`config.mk`:
```
export PLATFORM = sky130hd
export DESIGN_NAME = ps2_key_event_rx
export DESIGN_NICKNAME = d
export VERILOG_FILES = /design/src/rtl/ps2_key_event_rx.sv
export SDC_FILE = /design/constraint.sdc
export NUM_CORES = 1
export LEC_CHECK = 0
export CAP_MARGIN = 5
export CORE_AREA = 2 2 142 130
export CTS_CLUSTER_DIAMETER = 30
export DETAILED_ROUTE_END_ITERATION = 10
export DIE_AREA = 0 0 144 132
export HOLD_SLACK_MARGIN = 0.15
export PLACE_DENSITY = 0.61
export SLEW_MARGIN = 25
export SYNTH_ARGS = -nofsm -noshare
export SYNTH_HDL_FRONTEND = slang
export SYNTH_SLANG_ARGS = --single-unit
export TNS_END_PERCENT = 30
```
`constraint.sdc`:
```
create_clock -name CLOCK_50 -period 4.2 [get_ports CLOCK_50]
set_input_delay 0.84 -clock CLOCK_50 [delete_from_list [all_inputs] [get_ports CLOCK_50]]
set_output_delay 0.84 -clock CLOCK_50 [all_outputs]
set_load 0.03 [all_outputs]
```
`src/rtl/ps2_key_event_rx.sv`:
```
// PS/2 keyboard receiver: synchronises the raw pins, decodes 11-bit frames and turns
// E0/F0-prefixed scancodes into make/break key events, queued in a show-ahead FIFO.
module ps2_key_event_rx #(
    parameter int FIFO_AW     = 3,
    parameter int TIMEOUT_CYC = 50000,
    parameter int ERR_W       = 8
) (
    input  logic               CLOCK_50,
    input  logic               Resetn,
    input  logic               ps2_clk,
    input  logic               ps2_dat,
    output logic [7:0]         ev_code,
    output logic               ev_ext,
    output logic               ev_break,
    output logic               ev_valid,
    input  logic               ev_ready,
    output logic [FIFO_AW:0]   fifo_count,
    output logic               overflow,
    output logic               frame_err,
    output logic [ERR_W-1:0]   err_count
);

    localparam int DEPTH = 1 << FIFO_AW;
    localparam int TO_W  = $clog2(TIMEOUT_CYC + 1);
    localparam logic [TO_W-1:0] TO_LIM = TO_W'(TIMEOUT_CYC - 1);

    typedef enum logic [1:0] {IDLE, DATA, PARITY, STOP} state_t;

    // Bytes that carry no key information (BAT result, ACK, resend, Pause prefix, errors)
    function automatic logic is_swallowed(input logic [7:0] b);
        case (b)
            8'hE1, 8'h00, 8'hAA, 8'hEE, 8'hFA,
            8'hFC, 8'hFD, 8'hFE, 8'hFF: return 1'b1;
            default:                    return 1'b0;
        endcase
    endfunction

    // ---- stage p0..p2: pin synchronisers and falling-edge detect ----
    logic clk_p0, clk_p1, clk_p2;
    logic dat_p0, dat_p1;
    logic fe, dat_s;

    always_ff @(posedge CLOCK_50) begin
        if (!Resetn) begin
            clk_p0 <= 1'b1;
            clk_p1 <= 1'b1;
            clk_p2 <= 1'b1;
            dat_p0 <= 1'b1;
            dat_p1 <= 1'b1;
        end else begin
            clk_p0 <= ps2_clk;
            clk_p1 <= clk_p0;
            clk_p2 <= clk_p1;
            dat_p0 <= ps2_dat;
            dat_p1 <= dat_p0;
        end
    end

    assign fe    = clk_p2 & ~clk_p1;
    assign dat_s = dat_p1;

    // ---- frame FSM: byte_ok / frame_err are registered one-cycle pulses ----
    state_t          state_q, state_d;
    logic [2:0]      bitcnt_q, bitcnt_d;
    logic [7:0]      shreg_q, shreg_d;
    logic            par_ok_q, par_ok_d;
    logic [TO_W-1:0] to_cnt_q, to_cnt_d;
    logic            byte_ok_q, byte_ok_d;
    logic            frame_err_q, frame_err_d;

    always_ff @(posedge CLOCK_50) begin
        if (!Resetn) begin
            state_q     <= IDLE;
            bitcnt_q    <= '0;
            par_ok_q    <= 1'b0;
            to_cnt_q    <= '0;
            byte_ok_q   <= 1'b0;
            frame_err_q <= 1'b0;
        end else begin
            state_q     <= state_d;
            bitcnt_q    <= bitcnt_d;
            par_ok_q    <= par_ok_d;
            to_cnt_q    <= to_cnt_d;
            byte_ok_q   <= byte_ok_d;
            frame_err_q <= frame_err_d;
        end
    end

    always_ff @(posedge CLOCK_50) begin
        shreg_q <= shreg_d;
    end

    always_comb begin
        state_d     = state_q;
        bitcnt_d    = bitcnt_q;
        shreg_d     = shreg_q;
        par_ok_d    = par_ok_q;
        to_cnt_d    = to_cnt_q;
        byte_ok_d   = 1'b0;
        frame_err_d = 1'b0;

        if (state_q == IDLE || fe) to_cnt_d = '0;
        else                       to_cnt_d = to_cnt_q + 1'b1;

        case (state_q)
            IDLE: begin
                if (fe && !dat_s) begin
                    state_d  = DATA;
                    bitcnt_d = '0;
                end
            end
            DATA: begin
                if (fe) begin
                    shreg_d  = {dat_s, shreg_q[7:1]};
                    bitcnt_d = bitcnt_q + 1'b1;
                    if (bitcnt_q == 3'd7) state_d = PARITY;
                end
            end
            PARITY: begin
                if (fe) begin
                    par_ok_d = ^{shreg_q, dat_s};
                    state_d  = STOP;
                end
            end
            STOP: begin
                if (fe) begin
                    state_d = IDLE;
                    if (dat_s && par_ok_q) byte_ok_d   = 1'b1;
                    else                   frame_err_d = 1'b1;
                end
            end
            default: state_d = IDLE;
        endcase

        // A stalled partial frame is abandoned so the next start bit is seen cleanly
        if (state_q != IDLE && !fe && to_cnt_q == TO_LIM) begin
            state_d     = IDLE;
            frame_err_d = 1'b1;
            to_cnt_d    = '0;
        end
    end

    // ---- event decoder: prefixes fold into flags, key bytes emit events ----
    logic       ext_f, brk_f, ext_d, brk_d;
    logic       push;
    logic [9:0] push_data;

    always_comb begin
        ext_d = ext_f;
        brk_d = brk_f;
        push  = 1'b0;
        if (frame_err_q) begin
            ext_d = 1'b0;
            brk_d = 1'b0;
        end else if (byte_ok_q) begin
            if (shreg_q == 8'hE0) begin
                ext_d = 1'b1;
            end else if (shreg_q == 8'hF0) begin
                brk_d = 1'b1;
            end else if (!is_swallowed(shreg_q)) begin
                push  = 1'b1;
                ext_d = 1'b0;
                brk_d = 1'b0;
            end
        end
    end

    assign push_data = {ext_f, brk_f, shreg_q};

    always_ff @(posedge CLOCK_50) begin
        if (!Resetn) begin
            ext_f <= 1'b0;
            brk_f <= 1'b0;
        end else begin
            ext_f <= ext_d;
            brk_f <= brk_d;
        end
    end

    // ---- event FIFO with registered head so outputs hold when empty ----
    logic [9:0]         mem [DEPTH];
    logic [FIFO_AW-1:0] wr_ptr_q, wr_ptr_d, rd_ptr_q, rd_ptr_d;
    logic [FIFO_AW:0]   count_q, count_d;
    logic [9:0]         head_q, head_d;
    logic               pop, wr_en, drop, full;
    logic               ovf_q;
    logic [ERR_W-1:0]   err_cnt_q;

    assign full  = count_q[FIFO_AW];
    assign pop   = (count_q != '0) && ev_ready;
    assign wr_en = push && (!full || pop);
    assign drop  = push && full && !pop;

    always_comb begin
        wr_ptr_d = wr_ptr_q;
        rd_ptr_d = rd_ptr_q;
        count_d  = count_q;
        head_d   = head_q;
        if (wr_en) wr_ptr_d = wr_ptr_q + 1'b1;
        if (pop)   rd_ptr_d = rd_ptr_q + 1'b1;
        case ({wr_en, pop})
            2'b10:   count_d = count_q + 1'b1;
            2'b01:   count_d = count_q - 1'b1;
            default: count_d = count_q;
        endcase
        // The new head is either already in memory or is the entry being written now
        if (count_d != '0) begin
            if (wr_en && rd_ptr_d == wr_ptr_q) head_d = push_data;
            else                               head_d = mem[rd_ptr_d];
        end
    end

    always_ff @(posedge CLOCK_50) begin
        if (wr_en) mem[wr_ptr_q] <= push_data;
    end

    always_ff @(posedge CLOCK_50) begin
        if (!Resetn) begin
            wr_ptr_q  <= '0;
            rd_ptr_q  <= '0;
            count_q   <= '0;
            head_q    <= '0;
            ovf_q     <= 1'b0;
            err_cnt_q <= '0;
        end else begin
            wr_ptr_q <= wr_ptr_d;
            rd_ptr_q <= rd_ptr_d;
            count_q  <= count_d;
            head_q   <= head_d;
            if (drop) ovf_q <= 1'b1;
            if (frame_err_q && err_cnt_q != '1) err_cnt_q <= err_cnt_q + 1'b1;
        end
    end

    assign ev_ext     = head_q[9];
    assign ev_break   = head_q[8];
    assign ev_code    = head_q[7:0];
    assign ev_valid   = (count_q != '0);
    assign fifo_count = count_q;
    assign overflow   = ovf_q;
    assign frame_err  = frame_err_q;
    assign err_count  = err_cnt_q;

endmodule

```
==> metrics.md, run 1 <==
| Metric | Value |
|---|---|
| Status | completed |
| Number of library cell types mapped by synthesis | 59 |
| CTS tree | done |
| Post-route ant nets | 0 |
| Worst Path Class, Setup | flip-flop to flip-flop |
| Row count | 46 |
| Die height | 132 um |
| Starting utilization of the core area | 39.58% |
| Core area | 17440 um2 |
| Routing usage on met2 | 28.73% |
| Final weighted congestion of routability-driven global placement | 0.8437 |
| Layout overhead on the synthesized area | 18.33% |
| GR met1 Demand/Resource | 23.29% |
| Summed negative setup slack over all endpoints | 0 ps |
| Worst-case reg-to-reg path depth | 11 |
| Pint | 2.488 mW |
| Vias in the first global route | 4831 |
| Portion of total power attributed to combinational logic | 2.8% |
| Final slew viol count | 0 |
| Area share of the leading cell type in the synthesized netlist | 38.29% |
| GRT met3 Usage | 3.741% |
| Average size of a mapped cell | 12.07 um2 |
| Fraction of the core area covered by cells at the end of the flow | 46.83% |
| Worst min path class | flip-flop to flip-flop |
| Total number of vias | 4874 |
| Proportion of layout cells with a drive suffix above 1 | 11.64% |
| Number of buffers created by CTS | 17 |
| Cell total after placement | 835 |
| Post-CTS Repair Setup Buffers | 0 |
| Initial antenna violation count | 0 |
| Clock period minus final worst setup slack | 3732 ps |
| Final Hold Vio Count | 0 |
| Commonest non-fill, non-tap cells in the layout | edfxtp_1 (88), dfxtp_1 (59), nor2_1 (46) |
| Most common cell after layout, fill and taps aside | edfxtp_1 |
| Startpoint types | flip-flop |
| Proportion of total power due to net switching | 20.17% |
| Sequential cell area fraction in the yosys report | 55.69% |
| Power density over the cells | 381.7 nW/um2 |
| Setup violations, final | 0 |
| Number of H-tree levels | 4 |
| Most congested layer reported by global routing | met2 |
| Top cell type by total area after synthesis | edfxtp_1 |
| Min-Delay Path Depth | 1 |
| Clock power frac | 47.5% |
| Critical Path AT | 4080 ps |
| Clock latency on the worst-skew pair | 420 ps |
| Cell Count, Final, Fillers Out | 867 |
| Maximum clock frequency | 268.0 MHz |
| Final wirelength | 15.91 mm |
| Maximum number of pins on one net before global-route repair | 38 |
| Number of diodes | 0 |
| Number of detailed-route iterations in the first pass | 5 |
| EDFF count, synth | 88 |
| Global Route Usage Sum | 17.59% |
| Required time at the worst-slack endpoint | 4550 ps |
| Estimated wirelength of the detail-placed design | 10.47 mm |
| Total overflow reported by the global router | 0 |
| Switching power summed over all nets | 0.6286 mW |
| Number of inserted filler cells in the final layout | 1543 |
| Cell count after synthesis | 572 |
| Maximum buffer depth of the clock tree | 2 |
| Reg power frac | 49.7% |
| Number of I/O pins | 30 |
| Nets | 632 |
| Max-cap violations | 0 |
| Detailed Route Iter0 Violations | 360 |
| Clock-pin slew on the worst setup and hold paths | 60 ps |
| Final worst clock skew | 8.791 ps |
| Clock root buffer | clkbuf_16 |
| IO Port Bufs | 29 |
| VDD IR max | 0.2221 mV |
| Number of storage elements in the synthesis netlist | 148 |
| Routed WL per cell | 18.36 um |
| RSZ-0062 raised after global routing | no |
| Warnings from Yosys | 0 |
| Total power after layout | 3.117 mW |
| Async set-reset flop share out of synthesis | 0% |
| Vias per cell | 5.622 |
| Clk sink count | 148 |
| DRC violation count after routing | 0 |
| Leak Pwr | 2.711 nW |
| Mapped Nets | 590 |
| Most used flip-flop cell after synthesis | edfxtp_1 |
| Fin crit share | 88.85% |
| Die outline area | 19010 um2 |
| Die X-Extent | 144 um |
| Biggest area contributors in the synthesized netlist | edfxtp_1 (38%), dfxtp_1 (17%), mux2i_1 (5.9%), o221ai_1 (3.4%), xor2_1 (2.9%) |
| Type of destination of the critical path | flip-flop |
| Worst-margin pin slew | 1004 ps |
| Headroom to the max-slew limit | 32.82% |
| Post-synth design cell area | 6902 um2 |
| First-pass GRT wire length | 25.61 mm |
| Worst-path maximum fanout | 16 |
## stage by stage
| step | worst slack [ps] | hold WS (ps) | cell area [um2] |
|---|---|---|---|
| 3_5_place_dp | 97.18 | 395.5 | 7586 |
| 5_1_grt | 139.3 | 441.1 | 8167 |
| 4_1_cts | 234.1 | 408.8 | 8159 |
| 2_1_floorplan | 560.6 | 386.3 | 6902 |
| 6_report | 468.5 | 406.5 | 8167 |
| 3_3_place_gp | 314.4 | 393.2 | 7586 |
## cells in the mapped netlist (7+ instances only)
cell type / count
nand4_1: 7
inv_1: 7
edfxtp_1: 88
xor2_1: 23
buf_2: 9
nor2_1: 46
o22ai_1: 10
xnor2_1: 16
o21a_1: 9
nor3_1: 9
o2bb2ai_1: 9
a211o_1: 10
dfxtp_1: 60
mux2i_1: 41
nand2b_1: 7
nand3_1: 19
o311a_1: 9
o221ai_1: 27
nand2_1: 26
a21oi_1: 13
o21ai_0: 13
ha_1: 13
a22o_1: 19
clkbuf_1: 18
## state kept, by name, summed over array words and instances, names as in the netlist, 2 cells and up
signal and count:
bitcnt_q 3, err_count 8, fifo_count 4, head_q 10
mem 80, rd_ptr_q 3, shreg_q 8, state_q 2
to_cnt_q 16, wr_ptr_q 3
## timing repair
item | in CTS | in global routing
endpoints found under the setup margin | 0 | 6
hold buffers | 0 | 0
gates resized for setup | 0 | 1
## power by group through the flow
stage                     clock network (mW)  registers, mW  logic (mW)
final                                   1.48           1.55      0.0872
after global placement                     0           1.58      0.0841
after floorplan                            0           1.58      0.0629
after global routing                    1.57           1.55      0.0971
after detailed placement                   0           1.58      0.0880
after CTS                               1.50           1.55      0.0875
## layer usage
layer | wire, um | vias up | share of wire [%]
met5 | 0 | - | 0
li1 | - | 2304 | -
met3 | 595 | 21 | 3.7
met2 | 7825 | 91 | 49
met4 | 191 | 0 | 1.2
met1 | 7302 | 2458 | 46
## final timing paths
kind,from,end,slack [ps]
setup reg to reg,shreg_q[1],head_q[3],470
hold / removal,clk_p0,clk_p1,410
setup / recovery,shreg_q[1],head_q[3],470
hold reg to reg,clk_p0,clk_p1,410
## cell families after synthesis
family	Yosys count	share of synthesized area, %
AO/OA/AOI/OAI	133	15.30
XOR/XNOR	40	5.185
adder cells (fa/ha/maj)	13	2.357
buffers and inverters	42	2.611
flip-flops	148	55.69
multiplexers	46	7.578
AND/OR/NAND/NOR	150	11.28
## cell type report
type / instances / area, um2 / share of cell area [%]
flip-flops and latches: 148 / 3845 / 47.08
clock inverters: 13 / 140.1 / 1.716
multi-input cells: 382 / 2923 / 35.79
inverters: 10 / 40.04 / 0.4903
clock buffers: 19 / 432.9 / 5.301
well taps: 240 / 300.3 / 3.677
repair buffers: 55 / 485.5 / 5.945
## critical path, stage by stage (launching register included)
cell,delay [ps]
edfxtp_1,680
or4b_2,640
o211ai_1,190
a211oi_1,130
nand2_1,110
ha_1,250
or4b_1,480
a21o_1,190
a21o_1,190
a41oi_2,420
o21ai_0,210
o2bb2ai_1,180
Power figures use the tool's default switching activity.
==> run 2: changes to the inputs <==
--- a/config.mk
+++ b/config.mk
@@ -7,6 +7,7 @@
 export LEC_CHECK = 0
 export CAP_MARGIN = 5
 export CORE_AREA = 2 2 142 130
+export CTS_BUF_LIST = sky130_fd_sc_hd__clkbuf_4 sky130_fd_sc_hd__clkbuf_8
 export CTS_CLUSTER_DIAMETER = 30
 export DETAILED_ROUTE_END_ITERATION = 10
 export DIE_AREA = 0 0 144 132
==> metrics.md, run 2 (synthesis gave the netlist of run 1 again) <==
| Metric | Value |
|---|---|
| Status | completed |
| Proportion of total power due to net switching | 21.12% (+0.96 points) |
| Maximum clock frequency | 268.5 MHz (+0.20%) |
| Number of diodes | 0 (unchanged) |
| Required time at the worst-slack endpoint | 4580 ps (+30 ps) |
| Number of detailed-route iterations in the first pass | 5 (unchanged) |
| Total power after layout | 2.730 mW (-12%) |
| Worst Path Class, Setup | flip-flop to flip-flop |
| Initial antenna violation count | 0 (unchanged) |
| DRC violation count after routing | 0 (unchanged) |
| Number of I/O pins | 30 (unchanged) |
| Worst-case reg-to-reg path depth | 14 (+3) |
| Largest regs | mem: 80 flops, to_cnt_q: 16 flops, head_q: 10 flops |
| Pint | 2.153 mW (-13%) |
| Summed negative setup slack over all endpoints | 0 ps (unchanged) |
| Starting utilization of the core area | 39.58% (unchanged) |
| Leak Pwr | 2.630 nW (-3.0%) |
| Fin crit share | 88.67% (-0.17 points) |
| Portion of total power attributed to combinational logic | 3.2% (+0.4 points) |
| Number of buffers created by CTS | 17 (unchanged) |
| Number of flip-flops under the largest register name | 80 (unchanged) |
| Number of inserted filler cells in the final layout | 1571 (+1.8%) |
| Number of H-tree levels | 4 (unchanged) |
| Final Hold Vio Count | 0 (unchanged) |
| Estimated wirelength of the detail-placed design | 10.47 mm (unchanged) |
| Worst R2R End | head_q[3] |
| Routed WL per cell | 18.30 um (-0.30%) |
| Worst-path maximum fanout | 16 (unchanged) |
| Slack of the critical path | 475.8 ps (+7.303 ps) |
| Maximum number of pins on one net before global-route repair | 38 (unchanged) |
| Destination of the worst hold path | clk_p1 |
| Commonest non-fill, non-tap cells in the layout | edfxtp_1 (88), dfxtp_1 (59), nor2_1 (46) |
| Hold path startpoint | clk_p0 |
| # hold bufs at CTS | 0 (unchanged) |
| Die height | 132 um (unchanged) |
| Startpoint types | flip-flop |
| Clock-pin slew on the worst setup and hold paths | 80 ps (+20 ps) |
| Post-Route Hold Slack | 410.6 ps (+4.046 ps) |
| Final weighted congestion of routability-driven global placement | 0.8437 (unchanged) |
| Reg power frac | 56.6% (+6.9 points) |
| Min-Delay Path Depth | 1 (unchanged) |
| Worst min path class | flip-flop to flip-flop |
| Placement Cell Area | 7586 um2 (unchanged) |
| Critical Path AT | 4100 ps (+20 ps) |
| Die outline area | 19010 um2 (unchanged) |
| Total number of vias | 4862 (-0.25%) |
| Die X-Extent | 144 um (unchanged) |
| Clock power frac | 40.2% (-7.3 points) |
| Design area | 7983 um2 (-2.3%) |
| First-pass GRT wire length | 25.46 mm (-0.59%) |
| Power density over the cells | 342.0 nW/um2 (-10%) |
| Post-route ant nets | 0 (unchanged) |
| Core area | 17440 um2 (unchanged) |
| Row count | 46 (unchanged) |
| Nets | 632 (unchanged) |
| Setup violations, final | 0 (unchanged) |
| Final worst clock skew | 7.887 ps (-0.9038 ps) |
| Register with the highest flop count | mem |
| Detailed Route Iter0 Violations | 300 (-17%) |
| Vias in the first global route | 4816 (-0.31%) |
| Type of destination of the critical path | flip-flop |
| Global Route Usage Sum | 17.46% (-0.14 points) |
| Vias per cell | 5.608 (-0.25%) |
| Clock latency on the worst-skew pair | 440 ps (+20 ps) |
| Clk sink count | 148 (unchanged) |
| Maximum buffer depth of the clock tree | 2 (unchanged) |
| Clock period minus final worst setup slack | 3724 ps (-7.303 ps) |
| Max-cap violations | 0 (unchanged) |
| Final wirelength | 15.87 mm (-0.30%) |
| RSZ-0062 raised after global routing | no |
| VDD IR max | 0.2018 mV (-9.2%) |
| Headroom to the max-slew limit | 32.16% (-0.66 points) |
| Fraction of the core area covered by cells at the end of the flow | 45.77% (-1.1 points) |
| Final slew viol count | 0 (unchanged) |
| CTS tree | done |
| Worst R2R Setup Slack | 480 ps (about the same) |
| Most common cell after layout, fill and taps aside | edfxtp_1 |
| Startpoint of the lowest-slack register-to-register path | shreg_q[1] |
| Total overflow reported by the global router | 0 (unchanged) |
| Cell total after placement | 835 (unchanged) |
| Layout overhead on the synthesized area | 15.66% |
| Worst setup slack after placement | 97.18 ps (unchanged) |
| Cell Count, Final, Fillers Out | 867 (unchanged) |
| Clock root buffer | clkbuf_8 |
| Switching power summed over all nets | 0.5767 mW (-8.3%) |
| IO Port Bufs | 29 (unchanged) |
| Proportion of layout cells with a drive suffix above 1 | 11.96% (+0.32 points) |
| Worst-margin pin slew | 1014 ps (+9.867 ps) |
==> run 2: cell types whose count changed in the layout (fill, tap and decap cells not counted) <==
cell / delta
clkbuf_16: -17
clkbuf_4: +2
clkbuf_1: -2
clkbuf_8: +17
==> run 2: worst max-delay path by stage <==
| stage | startpoint | end | cells past startpoint |
|---|---|---|---|
| floorplan | shreg_q[4] | head_q[0] | 15 |
| global placement | ev_ready | head_q[9] | 13 |
| detailed placement | ev_ready | head_q[3] | 13 |
| CTS | shreg_q[1] | head_q[3] | 11 |
| global route | shreg_q[1] | head_q[4] | 14 |
| finish | shreg_q[1] | head_q[3] | 14 |
==> run 2: what timing repair did <==
action / in CTS / in global routing
buffers inserted: 0 / 0
setup endpoints to repair: 0 / 7
resized for setup: 0 / 1
==> run 2: layer usage <==
metal	global-route usage, %	vias up	wire [um]
met5	0	-	0
met4	5.773	0	206
met3	3.451	18	636
met2	28.33	97	7691
met1	23.44	2449	7332
li1	-	2298	-
==> run 2: final cells by class <==
class                      instances  area (um2)  share of cell area (%)
inverter                          10       40.04                  0.5016
tap                              240       300.3                   3.762
clock inverter                    13       140.1                   1.755
clock buffer                      19       249.0                   3.119
timing repair buffer              55       485.5                   6.082
multi-input combinational        382        2923                   36.61
sequential                       148        3845                   48.17
==> run 2: worst max-delay path: stages, from the launching register on <==
cell	delay, ps
edfxtp_1	700
or4b_2	640
o211ai_1	190
a211oi_1	130
nand2_1	110
ha_1	250
xor2_1	100
ha_1	190
a21oi_1	170
mux2i_1	240
xor2_1	300
nand4_1	180
nor2_1	130
buf_4	190
o2bb2ai_1	130
==> run 2: power by group through the flow <==
stage | logic (mW) | registers [mW] | clock network, mW
floorplan | 0.0629 | 1.58 | 0
finish | 0.0879 | 1.55 | 1.10
global placement | 0.0841 | 1.58 | 0
detailed placement | 0.0880 | 1.58 | 0
CTS | 0.0875 | 1.55 | 1.12
global route | 0.0971 | 1.55 | 1.18
==> run 3: changes to the inputs <==
--- a/config.mk
+++ b/config.mk
@@ -5,12 +5,13 @@
 export SDC_FILE = /design/constraint.sdc
 export NUM_CORES = 1
 export LEC_CHECK = 0
+export ABC_AREA = 1
 export CAP_MARGIN = 5
-export CORE_AREA = 2 2 142 130
+export CORE_AREA = 2 2 141 129
 export CTS_BUF_LIST = sky130_fd_sc_hd__clkbuf_4 sky130_fd_sc_hd__clkbuf_8
 export CTS_CLUSTER_DIAMETER = 30
 export DETAILED_ROUTE_END_ITERATION = 10
-export DIE_AREA = 0 0 144 132
+export DIE_AREA = 0 0 143 131
 export HOLD_SLACK_MARGIN = 0.15
 export PLACE_DENSITY = 0.61
 export SLEW_MARGIN = 25
==> metrics.md, run 3 <==
| Metric | Value |
|---|---|
| Number of detailed-route iterations in the first pass | 7 (+2) |
| Initial antenna violation count | 0 (unchanged) |
| Worst path most repeated cell | nand2_1 |
| Routed WL per cell | 14.17 um (-23%) |
| Max-cap violations | 0 (unchanged) |
| Worst-margin pin slew | 700.3 ps (-313.9 ps) |
| Power density over the cells | 361.7 nW/um2 (+5.8%) |
| DRC violation count after routing | 0 (unchanged) |
| Cell Count, Final, Fillers Out | 1063 (+23%) |
| Vias in the first global route | 4698 (-2.5%) |
| Async set-reset flop share out of synthesis | 0% (unchanged) |
| Worst setup slack after placement | 332.7 ps (+235.5 ps) |
| Starting utilization of the core area | 39.35% (-0.22 points) |
| Slowest cell on crit path | edfxtp_1 |
| Number of stages on the worst setup path | 20 (+6) |
| Commonest non-fill, non-tap cells in the layout | nand2_1 (203), nand3_1 (119), inv_1 (93) |
| Max incr delay on CP | 660 ps (-40 ps) |
| Required time at the worst-slack endpoint | 4590 ps (about the same) |
| Most common cell in the synthesized netlist | nand2_1 |
| VDD IR max | 0.2309 mV (+14%) |
| Cell total after placement | 1031 (+23%) |
| Headroom to the max-slew limit | 53.14% (+21 points) |
| Fraction of the core area covered by cells at the end of the flow | 45.21% (-0.56 points) |
| Critical path buffer and inverter count | 4 (+3) |
| Total overflow reported by the global router | 0 (unchanged) |
| Most common cell after layout, fill and taps aside | nand2_1 |
| Maximum buffer depth of the clock tree | 2 (unchanged) |
| Number of diodes | 0 (unchanged) |
| Estimated wirelength of the detail-placed design | 9.934 mm (-5.1%) |
| Most used flip-flop cell after synthesis | edfxtp_1 |
| Cells resized by post-CTS repair | 0 (unchanged) |
| Post-Route Hold Slack | 418.0 ps (+7.445 ps) |
| Number of library cell types mapped by synthesis | 38 (-36%) |
| CTS tree | done |
| Leak Pwr | 3.247 nW (+23%) |
| Total number of vias | 5129 (+5.5%) |
| Cell count after synthesis | 770 (+35%) |
| Warnings from Yosys | 0 (unchanged) |
| Number of inserted filler cells in the final layout | 1658 (+5.5%) |
| Fin crit share | 87.07% (-1.6 points) |
| Final worst clock skew | 14.52 ps (+6.632 ps) |
| Post-synth design cell area | 6818 um2 (-1.2%) |
| Die X-Extent | 143 um (-0.69%) |
| Maximum clock frequency | 273.5 MHz (+1.8%) |
| Family with the most delay on the worst path | simple AND/OR/NAND/NOR gates |
| Startpoint of the lowest-slack register-to-register path | shreg_q[0] |
| Status | completed |
| Post-CTS Repair Setup Buffers | 0 (unchanged) |
| Top cell type by total area after synthesis | edfxtp_1 |
| Slack of the critical path | 543.2 ps (+67.36 ps) |
| Clock root buffer | clkbuf_8 |
| Layout overhead on the synthesized area | 14.88% |
| # hold bufs at CTS | 0 (unchanged) |
| Die outline area | 18730 um2 (-1.4%) |
| Die height | 131 um (-0.76%) |
| Critical Path AT | 4040 ps (-60 ps) |
| Clock-pin slew on the worst setup and hold paths | 80 ps (about the same) |
| Largest regs | mem: 80 flops, to_cnt_q: 16 flops, head_q: 10 flops |
| Global Route Usage Sum | 16.75% (-0.70 points) |
| Startpoint types | flip-flop |
| Setup violations, final | 0 (unchanged) |
| Clock latency on the worst-skew pair | 450 ps (about the same) |
| Worst R2R End | head_q[5] |
| Ranking of synthesized cells by instance count | nand2_1 (203), nand3_1 (119), inv_1 (93) |
| Origin of the worst setup path | shreg_q[0] |
| Worst R2R Setup Slack | 540 ps (+70 ps) |
| Core area | 17320 um2 (-0.66%) |
| Vias per cell | 4.825 (-14%) |
| IO Port Bufs | 29 (unchanged) |
| Final wirelength | 15.06 mm (-5.1%) |
| Post-route ant nets | 0 (unchanged) |
| Number of I/O pins | 30 (unchanged) |
| Area share of the leading cell type in the synthesized netlist | 38.76% (+0.47 points) |
| Row count | 46 (unchanged) |
| Final weighted congestion of routability-driven global placement | 0.8365 (-0.85%) |
| Register with the highest flop count | mem |
| Mapped Nets | 788 (+34%) |
| Last element of the critical path | head_q[5] |
| Proportion of layout cells with a drive suffix above 1 | 8.870% (-3.1 points) |
| Number of storage elements in the synthesis netlist | 148 (unchanged) |
| Worst min path class | flip-flop to flip-flop |
| CP Cell Sequence | inv_1, nand2_1, nor2_1, nand2_1, inv_1, nor2_1, nand3_2, ha_1, xor2_1, ha_1, a21oi_1, o21ai_0, nand3_1, o21ai_0, nor2_1, buf_4, nand2_1, nand3_1, nand2_1, inv_1 |
| Detailed Route Iter0 Violations | 334 (+11%) |
| Number of H-tree levels | 4 (unchanged) |
| Summed negative setup slack over all endpoints | 0 ps (unchanged) |
| Worst-path maximum fanout | 11 (-5) |
| Worst-case reg-to-reg path depth | 20 (+6) |
| Maximum number of pins on one net before global-route repair | 40 (+5.3%) |
| Final slew viol count | 0 (unchanged) |
| Type of destination of the critical path | flip-flop |
| Worst Path Class, Setup | flip-flop to flip-flop |
| EDFF count, synth | 88 (unchanged) |
| First-pass GRT wire length | 24.03 mm (-5.6%) |
| Clock period minus final worst setup slack | 3657 ps (-67.36 ps) |
| Clk sink count | 148 (unchanged) |
| Biggest area contributors in the synthesized netlist | edfxtp_1 (39%), dfxtp_1 (18%), nand2_1 (11%), nand3_1 (8.7%), inv_1 (5.1%) |
| Number of flip-flops under the largest register name | 80 (unchanged) |
| Sequential cell area fraction in the yosys report | 56.38% (+0.68 points) |
| RSZ-0062 raised after global routing | no |
| Number of buffers created by CTS | 17 (unchanged) |
| Final Hold Vio Count | 0 (unchanged) |
| Average size of a mapped cell | 8.854 um2 (-27%) |
| Nets | 828 (+31%) |
-- run 3: cell count changes after synthesis, sizes merged, moves of 9 or more --
cell	delta
o22ai	-10
nand3	+103
a21oi	+9
a211o	-10
xnor2	-13
inv	+89
clkbuf	-14
mux2i	-40
o2bb2ai	-9
o221ai	-27
xor2	-14
a22o	-19
o311a	-9
nand2	+181
-- run 3: layout make-up --
cell class / count / area [um2] / share of cell area, %
clock buffers: 23 / 285.3 / 3.642
clock inverters: 9 / 151.4 / 1.933
inverters: 97 / 364.1 / 4.649
multi-input cells: 500 / 2470 / 31.53
flip-flops and latches: 148 / 3844 / 49.07
well taps: 240 / 300.3 / 3.834
repair buffers: 46 / 417.9 / 5.335
-- run 3: cells by family (layout without fill, tap and decap cells) --
family | after synthesis | in the layout | synth area share (%)
adder cells (fa/ha/maj) | 13 | 13 | 2.386
AO/OA/AOI/OAI | 49 | 49 | 3.928
AND/OR/NAND/NOR | 424 | 424 | 28.10
XOR/XNOR | 13 | 13 | 1.670
multiplexers | 1 | 1 | 0.1468
buffers and inverters | 122 | 175 | 7.396
flip-flops | 148 | 148 | 56.38
-- run 3: stage by stage --
stage | instance area, um2 | power [mW]
2_1_floorplan | 6818 | 1.626
3_3_place_gp | 7396 | 1.647
3_5_place_dp | 7396 | 1.648
4_1_cts | 7833 | 2.855
5_1_grt | 7833 | 2.916
6_report | 7833 | 2.833
-- run 3: layer usage --
layer  routed length [um]  share of wire, %  track usage (%)  vias to the layer above
met5                    0                 0                0                        -
met4                  300               2.0            6.872                        0
met3                  592               3.9            3.644                       28
met2                 6882                46            26.29                       99
met1                 7286                48            22.68                     2381
li1                     -                 -                -                     2621
-- run 3: how the worst min path moves through the flow --
stage | end | slack (ps) | depth (start not counted) | startpoint
global placement | clk_p1 | 400 | 1 | clk_p0
floorplan | clk_p2 | 390 | 2 | clk_p1
CTS | dat_p1 | 420 | 1 | dat_p0
finish | dat_p1 | 420 | 1 | dat_p0
detailed placement | dat_p1 | 400 | 1 | dat_p0
global route | clk_p1 | 440 | 1 | clk_p0
-- run 3: where the power goes --
group          total, mW  internal [mW]  switching, mW  leakage (nW)
clock network       1.22          0.696          0.522         0.230
logic             0.0737         0.0258         0.0479          1.73
registers           1.54           1.53        0.00976          1.28
-- run 3: worst reg2reg max path, delay by kind of cell, from the launching register on --
kind | cells | cell delay (ps)
adders and majority gates | 2 | 530
AOI/OAI and AO/OA | 3 | 360
and+or+nand+nor | 10 | 1440
buffers and inverters | 4 | 430
xor gates and xnor gates | 1 | 170
DFF | 1 | 660
